## src/rtl/conv_sched.sv

```systemverilog
// conv_sched: two-layer convolution tile scheduler
// with a per-wait-state watchdog.
module conv_sched #(
  parameter int TILE_W  = 8,
  parameter int TIMEOUT = 1024
) (
  input  logic              clk,
  input  logic              rst,
  input  logic              start,
  input  logic [TILE_W-1:0] num_tiles,
  input  logic              done_mem_l1,
  input  logic              done_pe_l1,
  input  logic              done_mem_l2,
  input  logic              done_pe_l2,
  output logic              start_mem_l1,
  output logic              start_pe_l1,
  output logic              wrmem_en_l2,
  output logic              start_mem_l2,
  output logic              start_pe_l2,
  output logic              wrmem_en_out,
  output logic [TILE_W-1:0] tile_idx,
  output logic              busy,
  output logic              done,
  output logic              err
);
  localparam int WD_W = $clog2(TIMEOUT + 1);

  typedef enum logic [3:0] {
    IDLE, LATCH, RD_L1, PE_L1, WB_L1,
    RD_L2, PE_L2, WB_L2, NEXT, DONE, ERR
  } state_t;

  state_t            state;
  state_t            nxt;
  logic [TILE_W-1:0] cnt;
  logic [WD_W-1:0]   wd;
  logic              wait_st;
  logic              wd_exp;
  logic              last;

  assign wait_st = state inside {RD_L1, PE_L1, RD_L2, PE_L2};
  assign wd_exp  = wd == WD_W'(TIMEOUT - 1);
  assign last    = tile_idx == cnt - TILE_W'(1);

  always_ff @(posedge clk) begin
    if (rst) state <= IDLE;
    else     state <= nxt;
  end

  always_comb begin
    nxt = state;
    unique case (state)
      IDLE:  if (start) nxt = LATCH;
      LATCH: nxt = (cnt == '0) ? DONE : RD_L1;
      RD_L1: begin
        if (done_mem_l1) nxt = PE_L1;
        else if (wd_exp) nxt = ERR;
      end
      PE_L1: begin
        if (done_pe_l1)  nxt = WB_L1;
        else if (wd_exp) nxt = ERR;
      end
      WB_L1: nxt = RD_L2;
      RD_L2: begin
        if (done_mem_l2) nxt = PE_L2;
        else if (wd_exp) nxt = ERR;
      end
      PE_L2: begin
        if (done_pe_l2)  nxt = WB_L2;
        else if (wd_exp) nxt = ERR;
      end
      WB_L2: nxt = NEXT;
      NEXT:  nxt = last ? DONE : RD_L1;
      DONE:  nxt = IDLE;
      ERR:   nxt = ERR;
      default: nxt = IDLE;
    endcase
  end

  // count and index registers, watchdog restarts on every state change
  always_ff @(posedge clk) begin
    if (rst) begin
      cnt      <= '0;
      tile_idx <= '0;
      wd       <= '0;
    end else begin
      if (state == IDLE && start) begin
        cnt      <= num_tiles;
        tile_idx <= '0;
      end
      if (state == NEXT && !last)
        tile_idx <= tile_idx + TILE_W'(1);
      if (nxt != state) wd <= '0;
      else if (wait_st) wd <= wd + WD_W'(1);
    end
  end

  always_comb begin
    start_mem_l1 = 1'b0;
    start_pe_l1  = 1'b0;
    wrmem_en_l2  = 1'b0;
    start_mem_l2 = 1'b0;
    start_pe_l2  = 1'b0;
    wrmem_en_out = 1'b0;
    done         = 1'b0;
    err          = 1'b0;
    busy         = 1'b1;
    unique case (state)
      IDLE:  busy = 1'b0;
      RD_L1: start_mem_l1 = 1'b1;
      PE_L1: start_pe_l1  = 1'b1;
      WB_L1: wrmem_en_l2  = 1'b1;
      RD_L2: start_mem_l2 = 1'b1;
      PE_L2: start_pe_l2  = 1'b1;
      WB_L2: wrmem_en_out = 1'b1;
      DONE:  done = 1'b1;
      ERR: begin
        busy = 1'b0;
        err  = 1'b1;
      end
      default: ;
    endcase
  end
endmodule

```

## config.mk

```make
export PLATFORM = sky130hd
export DESIGN_NAME = conv_sched
export DESIGN_NICKNAME = d
export VERILOG_FILES = /design/src/rtl/conv_sched.sv
export SDC_FILE = /design/constraint.sdc
export NUM_CORES = 1
export LEC_CHECK = 0
export BUFFER_PORTS_ARGS = -buffer_cell sky130_fd_sc_hd__buf_2
export CAP_MARGIN = 30
export CORE_UTILIZATION = 51
export DETAILED_ROUTE_END_ITERATION = 7
export PLACE_DENSITY = 0.86
export SYNTH_ARGS = -nofsm -noshare
export SYNTH_HDL_FRONTEND = slang
export SYNTH_SLANG_ARGS = --single-unit
```

## constraint.sdc

```tcl
create_clock -name clk -period 2.3 [get_ports clk]
set_input_delay 0.46 -clock clk [delete_from_list [all_inputs] [get_ports clk]]
set_output_delay 0.46 -clock clk [all_outputs]
set_load 0.01 [all_outputs]
```

==> reports/metrics.yaml <==
max_slew.worst_pin.slew_ns: 0.628
ys_seq_elements: 31
clock_latency_ns: 0.29
critical_path.max_fanout: 13
critPathRequiredTime_ns: 2.52
postCtsResizedCells: 0
internal_power_uw: 931
power.total_uw: 1350
ys_seq_area_frac: 0.298
period_share: 0.960
num_rows: 22
crit_arrival_ns: 2.43
clkTransAtPathRegs_ns: 0.06
finalClockSkew_ns: 0.0121
wl_um: 5190
p_sw_frac: 0.312
cts_setup_buffers: 0
grt_max_degree: 22
drt_iter0_drc: 227
synth_edf_count: 0
ys_warn_count: 0
synth_fp_nets: 290
setup_tns_ns: 0
viasPerCell: 6.13
slowest_delay_ns: 0.50
syn-mean-instance-area_sq_um: 7.69
die_w_um: 65.9
gr-usage-all-layers: 0.256
rsz0062_at_grt: "false"
place.gp.congestion: 0.861
p_per_area_nw_per_um2: 563
synth_cells: 271
async_flop_share: 0
hold_path.class: "in2reg"
clockBufferDepth: 2
min_period_ns: 2.21
p_leak_uw: 0.000949
peakVddDrop_v: 0.000414
initial_core_util: 0.549
max_freq_mhz: 453
routed-via-count: 2150
dominantRegCellSynth: "dfxtp_1"
slew_violations: 0
port_buffers: 31
cts-hold-fix-buffers: 0
hold_violations: 0
nFillCells: 326
switching_power_uw: 421
grt_first_pass_wirelength_um: 8520
root_buffer: "clkbuf_8"
numCtsBuffers: 5
cpMostUsedCell: "a31oi_1"
status: "finished clean"
crit_chain: "inv_1 > ha_2 > xor2_1 > nor4bb_1 > a31oi_1 > a211oi_2 > buf_4 > or4_1 > a31oi_1"
crit_slowest_cell: "or4_1"
final_cell_mix: "nand2_1 (31), buf_2 (31), dfxtp_1 (30)"
pwr-share-comb: 0.237
die_y_um: 65.9
drc: 0
cts_sinks: 31
reg2reg_setup_slack_ns: 0.09
nets: 322
avgRoutedWirePerCell_um: 14.8
relSlewSlack: 0.580
h-tree-depth: 2
critical_path.endpoint_type: "flop"
area_delta_synth_final_pct: 15.2
crit_buf_inv: 2
antenna_found_initial: 0
clkPwrFrac: 0.322
crit_family: "simple AND/OR/NAND/NOR gates"
cap_violations: 0
synthesis.area_sq_um: 2080
synth_cell_types: 49
finalSetupViolCount: 0
hpwl_um: 3640
core_area_sq_um: 3800
cts_tree: "built"
critPathKind: "reg2reg"
io_pins: 32
antenna_left: 0
grt_pass1_vias: 1834
n_antenna_cell: 0
p_seq_frac: 0.441
drive_above_1_share: 0.205
drt_pre_antenna_iters: 4
fp.dieArea_sq_um: 4350
grt-ovfl-total: 0
cp-start-kind: "flop"
final timing paths:
path	from	endpoint	cells after the start
min reg2reg	cnt[7]	cnt[7]	2
max reg2reg	cnt[1]	tile_idx[3]	9
max	cnt[1]	tile_idx[3]	9
min	num_tiles[6]	cnt[6]	3
power by group through the flow:
stage / Clock (uW) / Combinational (uW) / Sequential [uW]
2_1_floorplan: 0 / 240 / 587
5_1_grt: 465 / 352 / 601
3_3_place_gp: 0 / 304 / 607
3_5_place_dp: 0 / 313 / 607
4_1_cts: 439 / 318 / 595
6_report: 436 / 321 / 596
logic make-up after synthesis:
family                     count (synthesis)  synth area share
and+or+nand+nor                          121             0.313
AOI/OAI and AO/OA                         65             0.208
DFF                                       31             0.298
buffers and inverters                     28            0.0630
xor gates and xnor gates                  19            0.0798
adders and majority gates                  4            0.0240
muxes                                      3            0.0144
layer usage:
layer  vias to the layer above  global-route usage  wire, um
li1                       1050                   -         -
met1                      1028               0.327      2270
met2                        62               0.415      2530
met3                        10              0.0517       306
met4                         0               0.112        85
met5                         -                   0         0
state kept, by name, indices dropped and copies added, names as in the netlist:
register,cells
wd,11
cnt,8
tile_idx,8
state,4
synth_stat cells, types with 2 or more instances:
library cell / number / share of area
mux2i_1: 3 / 0.014
a21oi_1: 22 / 0.053
a41o_1: 2 / 0.0096
ha_1: 4 / 0.024
xor2_1: 13 / 0.055
o21ai_0: 7 / 0.017
a221oi_1: 2 / 0.0084
nor2_1: 16 / 0.029
or4_1: 4 / 0.014
xnor2_1: 6 / 0.025
nand3b_1: 4 / 0.014
o211ai_1: 11 / 0.040
a211oi_1: 2 / 0.0072
nand4b_1: 2 / 0.0084
and3_1: 4 / 0.012
a31oi_1: 7 / 0.021
clkbuf_1: 10 / 0.018
or3_1: 4 / 0.012
nand3_1: 10 / 0.024
nand2b_1: 5 / 0.015
buf_2: 9 / 0.022
and4_1: 3 / 0.013
nor3b_1: 2 / 0.0072
dfxtp_1: 31 / 0.30
nand4_1: 7 / 0.021
inv_1: 6 / 0.011
nand2_1: 31 / 0.056
buf_6: 2 / 0.011
nor3_1: 22 / 0.053
area by class of cell:
cell class	count	area, sq um	area share
sequential	31	622	0.259
clock inverter	1	5.00	0.00208
multi-input combinational	212	1340	0.556
timing repair buffer	47	275	0.115
clock buffer	6	82.6	0.0344
inverter	6	22.5	0.00938
tap	48	60.1	0.0250
through the flow:
step                utilization  hold slack [ns]  cell area [sq um]  std cells  worst slack (ns)
floorplan                     -            0.462               2080        271            0.0233
global placement          0.608            0.474               2310        344             0.172
detailed placement        0.608            0.492               2310        344            0.0846
CTS                       0.631            0.403               2400        351            0.0429
global route              0.632            0.412               2400        351           0.00146
finish                    0.632            0.401               2400        351            0.0927
worst register-to-register path, cell delays in order (launching register included):
cell and delay (ns):
dfxtp_1 0.31, inv_1 0.10, ha_2 0.27, xor2_1 0.17, nor4bb_1 0.07, a31oi_1 0.26, a211oi_2 0.12, buf_4 0.19
or4_1 0.51, a31oi_1 0.17
No activity file was read; power rests on OpenSTA's default activity.
